`src/rtl/rx_lane_unstriper.sv`:
```
// rtl/rx_lane_unstriper.sv - 4-lane serial receiver: COM symbol lock and byte un-striping
module rx_lane_unstriper #(
  parameter logic [7:0] COM_SYM = 8'hBC,
  parameter int         NLANES  = 4
) (
  input  logic       clk,
  input  logic       reset,
  input  logic       enb,
  input  logic       L0,
  input  logic       L1,
  input  logic       L2,
  input  logic       L3,
  output logic [7:0] data_out,
  output logic       valid_out,
  output logic       k_out,
  output logic       locked,
  output logic       align_err
);

  localparam logic HUNT   = 1'b0;
  localparam logic LOCKED = 1'b1;
  // Sequencer emits on even steps 0,2,4,6; the last emit retires it.
  localparam logic [2:0] SEQ_LAST = 3'(2 * (NLANES - 1));

  logic       state;
  logic [2:0] bit_cnt;
  logic [7:0] sr   [4];
  logic [7:0] ns   [4];
  logic [7:0] hold [4];
  logic [3:0] khold;
  logic [3:0] match;
  logic       all_match;
  logic       partial;
  logic       seq_act;
  logic [2:0] seq_cnt;

  always_comb begin
    ns[0] = {sr[0][6:0], L0};
    ns[1] = {sr[1][6:0], L1};
    ns[2] = {sr[2][6:0], L2};
    ns[3] = {sr[3][6:0], L3};
    for (int i = 0; i < 4; i++) begin
      match[i] = (ns[i] == COM_SYM);
    end
    all_match = &match;
    partial   = |match && !all_match;
  end

  assign locked = (state == LOCKED);

  always_ff @(posedge clk) begin
    if (reset) begin
      state     <= HUNT;
      bit_cnt   <= 3'd0;
      khold     <= 4'd0;
      seq_act   <= 1'b0;
      seq_cnt   <= 3'd0;
      data_out  <= 8'd0;
      valid_out <= 1'b0;
      k_out     <= 1'b0;
      align_err <= 1'b0;
      for (int i = 0; i < 4; i++) begin
        sr[i]   <= 8'd0;
        hold[i] <= 8'd0;
      end
    end else if (!enb) begin
      valid_out <= 1'b0;
      align_err <= 1'b0;
    end else begin
      valid_out <= 1'b0;
      align_err <= 1'b0;
      for (int i = 0; i < 4; i++) begin
        sr[i] <= ns[i];
      end

      // The previous group keeps draining even after a lock loss.
      if (seq_act) begin
        if (!seq_cnt[0]) begin
          data_out  <= hold[seq_cnt[2:1]];
          k_out     <= khold[seq_cnt[2:1]];
          valid_out <= 1'b1;
        end
        if (seq_cnt == SEQ_LAST) begin
          seq_act <= 1'b0;
        end
        seq_cnt <= seq_cnt + 3'd1;
      end

      if (state == HUNT) begin
        if (all_match) begin
          state   <= LOCKED;
          bit_cnt <= 3'd0;
        end else if (partial) begin
          align_err <= 1'b1;
        end
      end else begin
        bit_cnt <= bit_cnt + 3'd1;
        if (bit_cnt == 3'd7) begin
          if (partial) begin
            align_err <= 1'b1;
            state     <= HUNT;
            bit_cnt   <= 3'd0;
          end else begin
            for (int i = 0; i < 4; i++) begin
              hold[i] <= ns[i];
            end
            khold   <= match;
            seq_act <= 1'b1;
            seq_cnt <= 3'd0;
          end
        end
      end
    end
  end

endmodule

```
`config.mk`:
```
export PLATFORM = sky130hd
export DESIGN_NAME = rx_lane_unstriper
export DESIGN_NICKNAME = d
export VERILOG_FILES = /design/src/rtl/rx_lane_unstriper.sv
export SDC_FILE = /design/constraint.sdc
export NUM_CORES = 1
export LEC_CHECK = 0
export ABC_CLOCK_PERIOD_IN_PS = 8130
export CAP_MARGIN = 20
export CORE_MARGIN = 1
export CORE_UTILIZATION = 50
export CTS_CLUSTER_DIAMETER = 50
export CTS_CLUSTER_SIZE = 28
export DETAILED_ROUTE_END_ITERATION = 12
export PLACE_DENSITY_LB_ADDON = 0.3
export SYNTH_ARGS = -nofsm -noshare
export SYNTH_HDL_FRONTEND = slang
export SYNTH_SLANG_ARGS = --single-unit
```
`constraint.sdc`:
```
create_clock -name clk -period 8.13 [get_ports clk]
set_input_delay 2.0325 -clock clk [delete_from_list [all_inputs] [get_ports clk]]
set_output_delay 2.0325 -clock clk [all_outputs]
set_load 0.02 [all_outputs]
```
==> summary.md <==
| Metric | Value |
|---|---|
| Status | `completed` |
| Die Wd | `roughly 86 um` |
| Hold Buf Count CTS | `0` |
| Fraction of layout cells with a size suffix above 1 | `0.154` |
| Largest net degree at the start of global routing | `37` |
| CP Capture Type | `flip-flop` |
| DRT Wirelength | `5830 um` |
| # setup viols final | `0` |
| Post-route antenna net violation count | `0` |
| Post-Syn Area | `3520 um2` |
| Min Tclk post-route | `5210 ps` |
| Aggregate global routing overflow | `0` |
| Delay-heaviest family, CP | `simple AND/OR/NAND/NOR gates` |
| Crit path DAT | `5190 ps` |
| Worst Path Required | `8110 ps` |
| Nets | `291` |
| Crit-path max FO | `32` |
| PwrDens | `~190 nW/um2` |
| Synth Net Count | `around 270` |
| Worst-Margin Slew | `964 ps` |
| CTS Root Cell | `clkbuf_8` |
| Hold Crit Depth | `2` |
| Die area | `approximately 7400 um2` |
| List of most frequent post-synthesis cells | `edfxtp_1 (60), and2_1 (46), nand2_1 (26)` |
| Final Slew Violations | `0` |
| # DRC | `0` |
| RSZ-0062 raised after global routing | `false` |
| First-pass GRT wire length | `about 9600 um` |
| Area contributors post-synth | `edfxtp_1 (51%), dfxtp_1 (13%), and2_1 (8.2%)` |
| Async SR Flop Fraction | `0` |
| Placed cell area | `~3800 um2` |
| Post-CTS resize count | `0` |
| Worst path max stage delay | `about 890 ps` |
| Final total power | `746 uW` |
| Leading area contributor after synthesis | `edfxtp_1` |
| Gr usage total | `0.177` |
| Startpoint types | `input pin` |
| Beginning of the worst hold path | `k_out` |
| Max-cap check violation count | `0` |
| Count leader, synth | `edfxtp_1` |
| Final instance area | `3950 um2` |
| EDFF count, synth | `60` |
| IO Pins | `19` |
| Clk sink count | `83` |
| R2r worst-path depth | `5` |
| HP Class | `flip-flop to flip-flop` |
| Yosys warns | `0` |
| 1st-iter DRT viols | `~200` |
| Synth unique cells | `36` |
| Die H | `around 86 um` |
| Clk Latency, worst-skew pair | `between 300 and 400 ps` |
| Clock Skew | `~12 ps` |
| Layout area overhead | `12.2%` |
| Synthesized instance count | `262` |
| Slew HR | `0.356` |
| CTS Buf Count | `9` |
| Sequential cell area fraction in the yosys report | `0.643` |
| CTS max path bufs | `2` |
| Reg area | `approximately 2300 um2` |
| Worst path slowest cell | `a211oi_1` |
| Fillers | `between 500 and 600` |
| Routed len/inst | `approximately 15 um` |
| Fmax | `around 190 MHz` |
| Critical Path, Cell by Cell | `clkdlybuf4s50_1 > nor4_1 > nand4_2 > a211oi_1 > or2_2` |
| Total iterations of the first detailed-routing run | `4` |
| Final Wtd Congestion | `0.778` |
| Yosys top cell area share | `0.512` |
| Worst-path clk slew | `~80 ps` |
| Initial antenna violation count | `0` |
| Hold EP | `k_out` |
| Post-CTS Setup Bufs | `0` |
| Reg-to-Reg Start | `sr[0][5]` |
| Reg2Reg Setup Slack | `4440 ps` |
| Routed via count | `around 2k` |
| Initial core utilization | `0.518` |
| Final TNS setup | `0 ps` |
| Post-Syn Area per Cell | `13.4 um2` |
| Synth Register Bits | `between 80 and 90` |
| Avg Vias per Cell | `just over 5` |
| Lkg Pwr | `around 1.4 nW` |
| Critical path type | `input pin to flip-flop` |
| Ys flop type | `edfxtp_1` |
| IO Port Bufs | `18` |
| HPWL Detailed | `around 4000 um` |
| Total core area | `~6800 um2` |
| Endpoints failing hold | `0` |
| Crit Reg-Reg Endpoint | `hold[2][3]` |
| Row Count | `30` |
| Number of inserted diodes | `0` |
| Period utilization | `0.641` |
| Buf/Inv on CP | `1` |
| Multi-input logic area | `about 1200 um2` |
| CTS H-tree depth | `3` |
| CTS tree | `built` |
| Max IR drop VDD | `a little over 90 uV` |
| Vias in the first global route | `around 1.9k` |
layer usage:
| layer | share of wire | wire (um) | track usage |
|---|---|---|---|
| met1 | 0.50 | 2910 | 0.264 |
| met2 | 0.44 | 2580 | 0.245 |
| met3 | 0.045 | 260 | 0.0423 |
| met4 | 0.013 | 76 | 0.0864 |
| met5 | 0 | 0 | 0 |
how the worst max path moves through the flow:
stage               from    endpoint  slack (ps)  cells past startpoint
floorplan             L0  hold[0][0]        3800                      4
global placement      L0  hold[3][2]        2690                      5
detailed placement    L0  hold[3][2]        2550                      5
CTS                   L0  hold[2][0]        2910                      5
global route          L0  hold[2][3]        2600                      5
finish                L0  hold[2][3]        2920                      5
sequential cells by signal, indices dropped and copies added (netlist names):
register and flops:
valid_out 1, locked 1, sr 28, khold 4, seq_cnt 3, align_err 1, k_out 1, bit_cnt 3
hold 32, seq_act 1, data_out 8
cell type report:
| class | count | area share |
|---|---|---|
| flip-flops and latches | 83 | 0.573 |
| multi-input cells | 158 | 0.293 |
| repair buffers | 21 | 0.0564 |
| clock buffers | 10 | 0.0323 |
| well taps | 96 | 0.0304 |
| clock inverters | 6 | 0.00824 |
| inverters | 7 | 0.00665 |
worst min-delay path, delay by kind of cell (launching register included):
kind	cells	cell delay (ps)
AOI/OAI and AO/OA	1	50
DFF	1	310
and+or+nand+nor	1	50
where the power goes:
group	internal, mW	switching [mW]
Clock	0.108	0.140
Sequential	0.468	0.00796
Combinational	0.00973	0.0131
Total	0.585	0.161
metrics by stage:
step                std cells  hold slack, ps  utilization  setup slack, ps
finish                    381             454        0.581             2920
global route              381             480        0.581             2600
floorplan                 262             453            -             3800
global placement          364             444        0.554             2690
CTS                       380             458        0.577             2910
detailed placement        364             446        0.554             2550
cell families after synthesis:
kind of cell / share of synthesized area
and+or+nand+nor: 0.195
AOI/OAI and AO/OA: 0.0622
buffers and inverters: 0.0288
adders and majority gates: 0.0142
DFF: 0.643
muxes: 0.0576
cells in the final DEF, fill, tap and decap left out, types with 2 or more instances in the layout:
| cell | n |
|---|---|
| nand2_1 | 26 |
| nor4_1 | 4 |
| ha_1 | 4 |
| o2bb2ai_1 | 4 |
| a211oi_1 | 3 |
| o32ai_1 | 2 |
| nand4b_1 | 5 |
| dfxtp_1 | 23 |
| and2_1 | 46 |
| nand2b_1 | 5 |
| inv_1 | 7 |
| a21oi_1 | 12 |
| clkbuf_8 | 9 |
| buf_4 | 2 |
| clkdlybuf4s50_1 | 18 |
| clkinv_1 | 2 |
| nor2_1 | 5 |
| and2_2 | 14 |
| mux4_2 | 9 |
| clkinvlp_4 | 2 |
| edfxtp_1 | 60 |
| nand3_1 | 3 |
(Power assumes the default switching activity.)
